===== src/rtl/csa_share_arbiter.sv =====
// Round-robin front end that time-shares one external carry-select adder.
// The winner's operands are latched and held on add_* for ADD_LAT cycles,
// then the sum is registered and returned with a valid/ready handshake.
module csa_share_arbiter #(
    parameter int unsigned NUM_REQ = 4,
    parameter int unsigned WIDTH   = 32,
    parameter int unsigned ADD_LAT = 1
) (
    input  logic                       clk,
    input  logic                       rst_n,
    input  logic [NUM_REQ-1:0]         req,
    input  logic [NUM_REQ*WIDTH-1:0]   req_a,
    input  logic [NUM_REQ*WIDTH-1:0]   req_b,
    input  logic [NUM_REQ-1:0]         req_cin,
    output logic [NUM_REQ-1:0]         gnt,
    output logic [WIDTH-1:0]           add_a,
    output logic [WIDTH-1:0]           add_b,
    output logic                       add_cin,
    input  logic [WIDTH-1:0]           add_sum,
    input  logic                       add_cout,
    output logic                       rsp_valid,
    output logic [$clog2(NUM_REQ)-1:0] rsp_id,
    output logic [WIDTH-1:0]           rsp_sum,
    output logic                       rsp_cout,
    input  logic                       rsp_ready
);

    localparam int unsigned IdW  = $clog2(NUM_REQ);
    // ADD_LAT tops out at 15, so ADD_LAT-1 always fits in 4 bits.
    localparam int unsigned CntW = 4;

    typedef enum logic [1:0] {StIdle, StExec, StResp} state_e;

    state_e           state_q, state_d;
    logic [IdW-1:0]   rr_ptr_q, rr_ptr_d;
    logic [CntW-1:0]  lat_cnt_q, lat_cnt_d;
    logic [WIDTH-1:0] op_a_q, op_a_d;
    logic [WIDTH-1:0] op_b_q, op_b_d;
    logic             op_cin_q, op_cin_d;
    logic [IdW-1:0]   id_q, id_d;
    logic             rsp_valid_q, rsp_valid_d;
    logic [IdW-1:0]   rsp_id_q, rsp_id_d;
    logic [WIDTH-1:0] rsp_sum_q, rsp_sum_d;
    logic             rsp_cout_q, rsp_cout_d;

    logic [IdW-1:0]   win_idx;
    logic             win_found;
    int unsigned      scan_pos;

    // Round-robin search: first set request at or after rr_ptr, wrapping.
    always_comb begin
        win_idx   = '0;
        win_found = 1'b0;
        scan_pos  = 0;
        for (int unsigned k = 0; k < NUM_REQ; k++) begin
            scan_pos = (32'(rr_ptr_q) + k) % NUM_REQ;
            if (!win_found && req[IdW'(scan_pos)]) begin
                win_found = 1'b1;
                win_idx   = IdW'(scan_pos);
            end
        end
    end

    // Grant is only offered while idle, so it is one-hot or zero.
    always_comb begin
        gnt = '0;
        if (state_q == StIdle && win_found) begin
            gnt[win_idx] = 1'b1;
        end
    end

    // Next-state logic for the FSM and all datapath registers.
    always_comb begin
        state_d     = state_q;
        rr_ptr_d    = rr_ptr_q;
        lat_cnt_d   = lat_cnt_q;
        op_a_d      = op_a_q;
        op_b_d      = op_b_q;
        op_cin_d    = op_cin_q;
        id_d        = id_q;
        rsp_valid_d = rsp_valid_q;
        rsp_id_d    = rsp_id_q;
        rsp_sum_d   = rsp_sum_q;
        rsp_cout_d  = rsp_cout_q;
        unique case (state_q)
            StIdle: begin
                if (win_found) begin
                    op_a_d    = req_a[win_idx*WIDTH +: WIDTH];
                    op_b_d    = req_b[win_idx*WIDTH +: WIDTH];
                    op_cin_d  = req_cin[win_idx];
                    id_d      = win_idx;
                    lat_cnt_d = CntW'(ADD_LAT - 1);
                    rr_ptr_d  = (win_idx == IdW'(NUM_REQ - 1)) ? '0 : win_idx + IdW'(1);
                    state_d   = StExec;
                end
            end
            StExec: begin
                if (lat_cnt_q != '0) begin
                    lat_cnt_d = lat_cnt_q - CntW'(1);
                end else begin
                    rsp_sum_d   = add_sum;
                    rsp_cout_d  = add_cout;
                    rsp_id_d    = id_q;
                    rsp_valid_d = 1'b1;
                    state_d     = StResp;
                end
            end
            StResp: begin
                if (rsp_ready) begin
                    rsp_valid_d = 1'b0;
                    state_d     = StIdle;
                end
            end
            default: state_d = StIdle;
        endcase
    end

    // State and datapath registers; reset abandons any transaction in flight.
    always_ff @(posedge clk or negedge rst_n) begin
        if (!rst_n) begin
            state_q     <= StIdle;
            rr_ptr_q    <= '0;
            lat_cnt_q   <= '0;
            op_a_q      <= '0;
            op_b_q      <= '0;
            op_cin_q    <= 1'b0;
            id_q        <= '0;
            rsp_valid_q <= 1'b0;
            rsp_id_q    <= '0;
            rsp_sum_q   <= '0;
            rsp_cout_q  <= 1'b0;
        end else begin
            state_q     <= state_d;
            rr_ptr_q    <= rr_ptr_d;
            lat_cnt_q   <= lat_cnt_d;
            op_a_q      <= op_a_d;
            op_b_q      <= op_b_d;
            op_cin_q    <= op_cin_d;
            id_q        <= id_d;
            rsp_valid_q <= rsp_valid_d;
            rsp_id_q    <= rsp_id_d;
            rsp_sum_q   <= rsp_sum_d;
            rsp_cout_q  <= rsp_cout_d;
        end
    end

    assign add_a     = op_a_q;
    assign add_b     = op_b_q;
    assign add_cin   = op_cin_q;
    assign rsp_valid = rsp_valid_q;
    assign rsp_id    = rsp_id_q;
    assign rsp_sum   = rsp_sum_q;
    assign rsp_cout  = rsp_cout_q;

endmodule


===== config.mk =====
export PLATFORM = sky130hd
export DESIGN_NAME = csa_share_arbiter
export DESIGN_NICKNAME = d
export VERILOG_FILES = /design/src/rtl/csa_share_arbiter.sv
export SDC_FILE = /design/constraint.sdc
export NUM_CORES = 1
export LEC_CHECK = 0
export CAP_MARGIN = 20
export CORE_AREA = 2 2 157 159
export CTS_CLUSTER_DIAMETER = 60
export CTS_CLUSTER_SIZE = 30
export DETAILED_ROUTE_END_ITERATION = 8
export DIE_AREA = 0 0 159 161
export PLACE_DENSITY_LB_ADDON = 0.08
export SLEW_MARGIN = 10
export SYNTH_ARGS = -nofsm -noshare
export SYNTH_HDL_FRONTEND = slang
export SYNTH_SLANG_ARGS = --single-unit
export TNS_END_PERCENT = 20

===== constraint.sdc =====
create_clock -name clk -period 2.6 [get_ports clk]
set_input_delay 0.52 -clock clk [delete_from_list [all_inputs] [get_ports clk]]
set_output_delay 0.52 -clock clk [all_outputs]
set_load 0.05 [all_outputs]

==> flow_metrics.tcl, run 1 <==
set metrics [dict create \
    outcome "finished, final reports clean" \
    vdd_drop_max_v 0.0005035 \
    power_switching_mw 6.653 \
    final.setup.worst_slack_ns 0.07374 \
    antenna_found_initial 0 \
    route.detailed.drc 0 \
    slew_violations 0 \
    crit_arrival_ns 2.01 \
    dr.pass1.iters 4 \
    drt-total-wl_um 24440 \
    min_period_ns 2.526 \
    ys.warnings.count 0 \
    die-height_um 161 \
    sw_frac_of_total_pct 49.90 \
    cp-end-kind "output pin" \
    async_flop_share_pct 100.0 \
    nNetsFinal 1276 \
    cp_max_fo 3 \
    cp.required_ns 2.08 \
    r2r_slack_ns 0.51 \
    root_buffer "clkbuf_16" \
    fin_area_mm2 0.01078 \
    placed_area_mm2 0.01046 \
    cts.sinks 111 \
    dieWidth_um 159 \
    num_rows 57 \
    grt_usage_pct 18.71 \
    min_path_type "input pin to async pin" \
    final_layout_size_suffix_gt1_share_pct 9.908 \
    cts_tree "done" \
    startpoint_type "input pin" \
    clk_pin_slew_ns 0.08 \
    worst_slew_pin_slew_ns 0.6312 \
    port-buffer-count 404 \
    final_common_cell "clkdlybuf4s50_1" \
    final_cell_mix "clkdlybuf4s50_1 (397), nand2_1 (140), dfrtp_1 (111), mux2i_1 (66)" \
    dp_hpwl_um 18440 \
    finClkSkew_ns 0.01456 \
    max_freq_mhz 395.8 \
    power_frac_clock_pct 10.8 \
    cts_buffers 9 \
    core_mm2 0.02396 \
    seq_power_share_pct 23.2 \
    period_share_pct 97.16 \
    criticalPathCategory "input pin to output pin" \
    htreeDepth 3 \
    final_util_pct 44.97 \
    grt_pass1_wl_um 37150 \
    postRouteAntennaNets 0 \
    synth.cell_area_mm2 0.005912 \
    ys_ff_latch 111 \
    io_pins 405 \
    power_mw 13.33 \
    finalHoldViolations 0 \
    synth_edf_count 0 \
    p_int_mw 6.681 \
    pwr-share-comb_pct 66.0 \
    slew-limit-headroom_pct 57.92 \
    postSynthNetCount 878 \
    area_growth_pct 82.26 \
    wl_per_cell_um 18.75 \
    synth_cell_types 36 \
    power_density_mw_per_mm2 1237 \
    rr_endpoint "add_a[31]" \
    overflow 0 \
    post-place-ws_ns -0.08423 \
    maxCapViolCount 0 \
    die_area_mm2 0.02560 \
    place_inst 1286 \
    gp_congestion 0.7961 \
    avgViaCountPerCell 4.560 \
    antenna_cells 0 \
    clockBufferDepth 2 \
    ys.flop_type "dfrtp_1" \
    grt_max_degree 57 \
    start_util_pct 24.67 \
    vias 5942 \
    stdcell_count 1303 \
    holdBufCountCts 0 \
    finalSetupViolations 0 \
    syn_area_per_cell_um2 10.26 \
    syn_inst 576 \
    ys_seq_area_share_pct 46.98 \
    r2r_start "rr_ptr_q[1]" \
    insertion_delay_ns 0.37 \
    grt_pass1_vias 6208 \
    drt_iter0_drc 207 \
    rr_worst_depth 9 \
    rsz0062_at_grt "false" \
    p_leak_nw 4.318 \
]
==> flip-flops by register name (all words and copies together) (netlist names) <==
signal,flops
add_a,32
add_b,32
rsp_sum,32
lat_cnt_q,4
id_q,2
rr_ptr_q,2
rsp_id,2
state_q,2
add_cin,1
rsp_cout,1
rsp_valid,1
==> worst max path at each step <==
stage               slack [ns]   start        end  cells after the start
floorplan                 0.01  req[2]     gnt[0]                      4
global placement         -0.05  req[0]     gnt[3]                      7
detailed placement       -0.08  req[1]  add_a[31]                     10
CTS                       0.02  req[2]     gnt[2]                      7
global route             0.004  req[2]     gnt[2]                      7
finish                    0.07  req[2]     gnt[0]                      6
==> power by group through the flow <==
stage | Combinational, mW | Sequential [mW] | Clock [mW]
floorplan | 2.92 | 5.82 | 0
global placement | 8.88 | 3.11 | 0
detailed placement | 8.90 | 3.12 | 0
CTS | 8.91 | 3.10 | 1.51
global route | 9.32 | 3.21 | 1.56
finish | 8.80 | 3.09 | 1.44
==> logic make-up after synthesis <==
kind of cell,share of synthesized area (%)
compound gates,18.35
xor+xnor,0.2964
fa+ha+maj,0.4232
buf+inv,5.397
flops,46.98
mux,17.84
simple gates,10.71
==> Yosys cell counts, types with 2 or more instances <==
master	instances	area, um^2
o2bb2ai_1	65	569.3
mux2i_1	66	660.6
ha_1	2	25.02
inv_1	6	22.52
mux2_2	35	394.1
a21o_1	3	22.52
buf_2	17	85.08
dfrtp_1	111	2778
buf_12	4	80.08
nor3b_1	2	15.01
clkbuf_1	21	78.83
nand2_1	140	525.5
nor2_1	5	18.77
xnor2_1	2	17.52
a21oi_1	3	15.01
buf_4	6	45.04
nor4_1	2	12.51
o21ai_0	4	20.02
a31oi_1	65	406.6
==> metrics by stage <==
| stage | TNS, ns | hold slack, ns |
|---|---|---|
| global route | 0 | 0.2066 |
| detailed placement | -0.6833 | 0.4594 |
| floorplan | 0 | 0.2244 |
| global placement | -0.9100 | 0.4624 |
| finish | 0 | 0.1635 |
| CTS | 0 | 0.1944 |
==> layer usage <==
metal  vias up  track usage [%]  wire length (um)
li1       2897                -                 -
met1      2789            22.08              9847
met2       233            33.02             12350
met3        23            5.316              1765
met4         0            5.826               472
met5         -                0                 0
==> worst max-delay path, cell delays in order <==
cell and delay [ns]:
clkdlybuf4s50_1 0.53, nor4_2 0.07, buf_4 0.14, or3_1 0.33, nor3_1 0.17, buf_4 0.24
==> cell type report <==
class,instances,area [um^2]
Inverter,7,31.28
Multi-Input combinational cell,409,2844
Tap cell,324,405.4
Fill cell,2409,13190
Timing Repair Buffer,436,4419
Sequential cell,111,2778
Clock buffer,9,225.2
Clock inverter,7,72.57
==> timing repair <==
item,in CTS,in global routing
cloned,0,0
buffers inserted,0,1
pin swaps,0,2
setup endpoints to repair,3,1
resized for setup,2,2
No activity file was read; power rests on OpenSTA's default activity.
==> inputs of run 2 (changes only) <==
--- a/config.mk
+++ b/config.mk
@@ -7,7 +7,7 @@
 export LEC_CHECK = 0
 export CAP_MARGIN = 20
 export CORE_AREA = 2 2 157 159
-export CTS_CLUSTER_DIAMETER = 60
+export CTS_CLUSTER_DIAMETER = 100
 export CTS_CLUSTER_SIZE = 30
 export DETAILED_ROUTE_END_ITERATION = 8
 export DIE_AREA = 0 0 159 161
==> results of run 2 <==
Final layout, timing and power as in run 1 (identical DEF).
==> inputs of run 3 (changes only) <==
--- a/config.mk
+++ b/config.mk
@@ -11,6 +11,7 @@
 export CTS_CLUSTER_SIZE = 30
 export DETAILED_ROUTE_END_ITERATION = 8
 export DIE_AREA = 0 0 159 161
+export HOLD_SLACK_MARGIN = 0.03
 export PLACE_DENSITY_LB_ADDON = 0.08
 export SLEW_MARGIN = 10
 export SYNTH_ARGS = -nofsm -noshare
==> results of run 3 <==
Final layout, timing and power as in run 1 (identical DEF).
==> RTL edit 1: new RTL, settings of run 1 <==
The 3 states of `state_e` get a one-hot encoding in 3 bits.
--- a/src/rtl/csa_share_arbiter.sv
+++ b/src/rtl/csa_share_arbiter.sv
@@ -29,7 +29,7 @@
     // ADD_LAT tops out at 15, so ADD_LAT-1 always fits in 4 bits.
     localparam int unsigned CntW = 4;
 
-    typedef enum logic [1:0] {StIdle, StExec, StResp} state_e;
+    typedef enum logic [2:0] {StIdle = 3'b001, StExec = 3'b010, StResp = 3'b100} state_e;
 
     state_e           state_q, state_d;
     logic [IdW-1:0]   rr_ptr_q, rr_ptr_d;
Function: same outputs for any inputs over 4 cycles, from zero or initial values and one cycle with rst_n low; so few cycles prove little.
==> RTL edit 1 against run 1 <==
  * Area after synthesis increased by 3.1%
  * Die area unchanged
  * Setup slack got worse by 9.8 ps
  * Non-clock buffer count increased by 8
  * Routed wire length increased by 5.2%
  * First-iteration DRC count increased by 43%
  * Global-route usage increased by 1.0 points
  * Sequential cell count increased by 1
  * Register-to-register slack got worse by 340 ps
  * Total power increased by 3.7%
  * Sequential share of layout area decreased by 0.53 points
  * Design area increased by 3.1%
  * Utilization increased by 1.4 points
  * Largest power group unchanged
  * Highest routed layer unchanged
==> RTL edit 1: results <==
[routing]
first_iter_violations = 295
drt-wirelength-per-cell_um = 20.4
vias_post_dr = 6088

[timing]
final.setup_skew_ps = 8.37
slew_viol_final = 0
period_minus_slack_ps = 2540
max_slew_margin_pct = 57.5
hold_ws_ps = 131

[layout]
n_all_inverters = 4
multi_input_gates = 359
fin_nets = 1232
multiInputGateArea_sq_mm = 0.00306
post_layout_nonfiller_instances = 1260
multi_input_gate_share_of_total_cell_area_pct = 27.6
fill_cells = 2275
antenna_cells = 1
layout.nonclk_buf_share_pct = 40.7
clk_share_pct = 2.64
final.clkbuf_count = 12
final_layout_size_suffix_gt1_share_pct = 17.4
n_all_buffers = 444
layout.sequential_cells = 112

[status]
result_of_the_run = "finished, final reports clean"

[setup_path]
r2r_setup_slack_ps = 170
reg2reg_to = "add_a[1]$_DFFE_PN0P_"
critical_path_origin = "state_q[0]$_DFFE_PN1P_"
worst-r2r-cell-count = 7

[place]
port-buffer-count = 404
gp_congestion = 0.803
dp_slack_ps = -190

[synthesis]
post_synth_mux_area_share_pct = 17.3
post_synth_xor_area_fraction_pct = 0.287
synth.yosys.seq_area_share_pct = 46.0
synth_cell_type_count = 43
netlist_area_sq_mm = 0.00609
ys_top_cells_by_area = "dfrtp_1 (46%), mux2i_1 (11%), o211ai_2 (7.2%)"
synth_compound_area_share_pct = 22.9
ys_top_cells_by_count = "dfrtp_1 (111), mux2i_1 (66), nand3_1 (66)"
synth-adder-area-share_pct = 0.411
synth.net_count = 825
postSynthAreaPerCell_sq_um = 11.7

[power]
switching_share_pct = 48.7
power.static_leakage_nw = 4.40
ir_worst_vdd_v = 0.000525
totalPowerFinal_w = 0.0138

[clock_network]
cts-htree-levels = 3
clkLatencyLatePin_ps = 350

[global_route]
grt_max_degree = 54
gr-usage-all-layers_pct = 19.8
antenna_found_initial = 1
via_count_of_the_first_global_routing_pass = 6605

[worst_hold_path]
type_of_the_tightest_min_delay_check = "in -> async"
## RTL edit 1: what timing repair did
item	in CTS	in global routing
hold buffers	0	0
setup buffers	3	0
pin swaps	2	1
cloned	0	0
endpoints found under the setup margin	4	26
resized for setup	8	1
## RTL edit 1: per-layer routing
layer / share of wire [%] / track usage [%] / vias up
met1: 39 / 22.8 / 2959
met2: 51 / 35.2 / 276
met5: 0 / 0 / -
li1: - / - / 2822
met3: 7.8 / 5.83 / 31
met4: 2.4 / 6.28 / 0
## RTL edit 1: power groups by stage
stage	combinational [W]	sequential (W)	clock, W
6_report	0.00926	0.00316	0.00142
5_1_grt	0.00976	0.00326	0.00155
4_1_cts	0.00936	0.00316	0.00149
3_5_place_dp	0.00929	0.00319	0
3_3_place_gp	0.00917	0.00316	0
2_1_floorplan	0.00320	0.00581	0
## RTL edit 1: worst max-delay path: stages, from the launching register on
cell,delay [ps]
dfstp_2,530
or3b_4,390
or2_4,260
a2111oi_4,290
buf_12,190
==> RTL edit 2: new RTL, settings of run 1 <==
Without the edit above. Set the parameter `WIDTH` to 40 (it was 32).
--- a/src/rtl/csa_share_arbiter.sv
+++ b/src/rtl/csa_share_arbiter.sv
@@ -3,7 +3,7 @@
 // then the sum is registered and returned with a valid/ready handshake.
 module csa_share_arbiter #(
     parameter int unsigned NUM_REQ = 4,
-    parameter int unsigned WIDTH   = 32,
+    parameter int unsigned WIDTH   = 40,
     parameter int unsigned ADD_LAT = 1
 ) (
     input  logic                       clk,
Interface: changed (6 resized); port bits go from 405 to 501. No check against the original RTL was run, so the function may have changed too.
==> RTL edit 2 against run 1 <==
  * The run now ends with setup timing left
  * Global-route usage is 5.1 points higher
  * Sequential cell count is 24 higher
  * Setup slack worse by 81 ps
  * Synthesized cell count is 6.8% higher
  * Routed wire length is 26% higher
  * Sequential power is 22% higher
  * Design area is 26% higher
  * Count of clock-buffer cells in the layout is 8 higher
  * Largest power group unchanged
  * Die area stayed put
  * First-iteration DRC count is 17% higher
  * Highest routed layer is now met5
  * Area after synthesis is 23% higher
  * Combinational power is 27% higher
  * Total power is 31% higher
  * Utilization is 12 points higher
==> RTL edit 2: results <==
[status]
result_of_the_run = "finished, violations left"
violations = "setup timing"

[synthesis]
synthCells = 615
synth.yosys.seq_area_share_pct = 46.6
synth.net_count = 989
post_synth_mux_area_share_pct = 29.2
post_synth_xor_area_fraction_pct = 0.242
synth-adder-area-share_pct = 0.345
synth_compound_area_share_pct = 16.7
ys_top_cells_by_count = "mux2i_1 (163), dfrtp_1 (135), a21o_1 (82)"
synth_cell_type_count = 34
synth_top_flop_cell = "dfrtp_1"

[setup_path]
critPathCapture = "gnt[1]"
worst-r2r-cell-count = 8
crit-reg2reg-launch = "rr_ptr_q[0]$_DFFE_PN0P_"
critPathMaxStageDelay_ps = 390
reg2reg_to = "add_b[20]$_DFFE_PN0P_"
critical_path_peak_fanout = 4
data_arrival_time_of_the_critical_path_ps = 2090
r2r_setup_slack_ps = 250
timing.critical_path.slowest_stage_cell = "or3_4"
critical_path_origin = "req[0]"

[routing]
route.layer.met1.wl_mm = 11.8
detailroute.wirelength.met2_mm = 15.9
met3WireLength_mm = 2.68
highest-signal-layer = "met5"
vias_post_dr = 7019
first_iter_violations = 243

[place]
placed_area_sq_mm = 0.0129
dp_slack_ps = -341
place_hpwl_mm = 24.5
gp_congestion = 0.820
port-buffer-count = 500

[clock_network]
tritoncts.num_buffers = 17
cts-htree-levels = 4
cts_resized = 13
clkLatencyLatePin_ps = 420
post_cts_setup_buffers = 4

[global_route]
grt_use_met2_pct = 42.4
grt_first_pass_wirelength_mm = 46.3
antenna_found_initial = 4
grt_max_degree = 65
gr-usage-all-layers_pct = 23.8
via_count_of_the_first_global_routing_pass = 7626
groute.layer.met1.usage_pct = 26.4
groute.layer.met3.usage_pct = 9.37

[layout]
post_layout_nonfiller_instances = 1466
final_layout_size_suffix_gt1_share_pct = 12.2
fill_cells = 2144
fin_nets = 1500

[power]
power.static_leakage_nw = 6.32
ir_worst_vdd_v = 0.000951

[timing]
timing_worst_slew_pin_value_ps = 685
setup_total_negative_slack_ps = -7.28
worst_slack_ps = -7.28
final.setup_skew_ps = 19.4
final_setup_vio_count = 1
[RTL edit 2: power by group]
group	switching, W	leakage, nW	internal, W
Combinational	0.00657	4.38	0.00464
Clock	0.00107	0.301	0.00146
Sequential	0.000583	1.63	0.00318
[RTL edit 2: worst max-delay path, delay by kind of cell]
kind                   cells  cell delay, ps
AO/OA/AOI/OAI              2             570
AND/OR/NAND/NOR            2             510
buffers and inverters      3             490
[RTL edit 2: area by class of cell]
type                            instances  area, sq um  share of cell area, %
Timing Repair Buffer                  543         5540                   40.8
Multi-Input combinational cell        422         3630                   26.7
Sequential cell                       135         3380                   24.9
Clock buffer                           17          425                   3.13
Tap cell                              324          405                   2.98
Clock inverter                         15          180                   1.32
Inverter                                7         26.3                  0.193
Antenna cell                            3         7.51                 0.0552
[RTL edit 2: metrics by stage]
step / hold WS (ps) / power (W)
floorplan: 224 / 0.0109
global placement: 457 / 0.0150
detailed placement: 464 / 0.0150
CTS: 126 / 0.0177
global route: 122 / 0.0184
finish: 92.0 / 0.0175
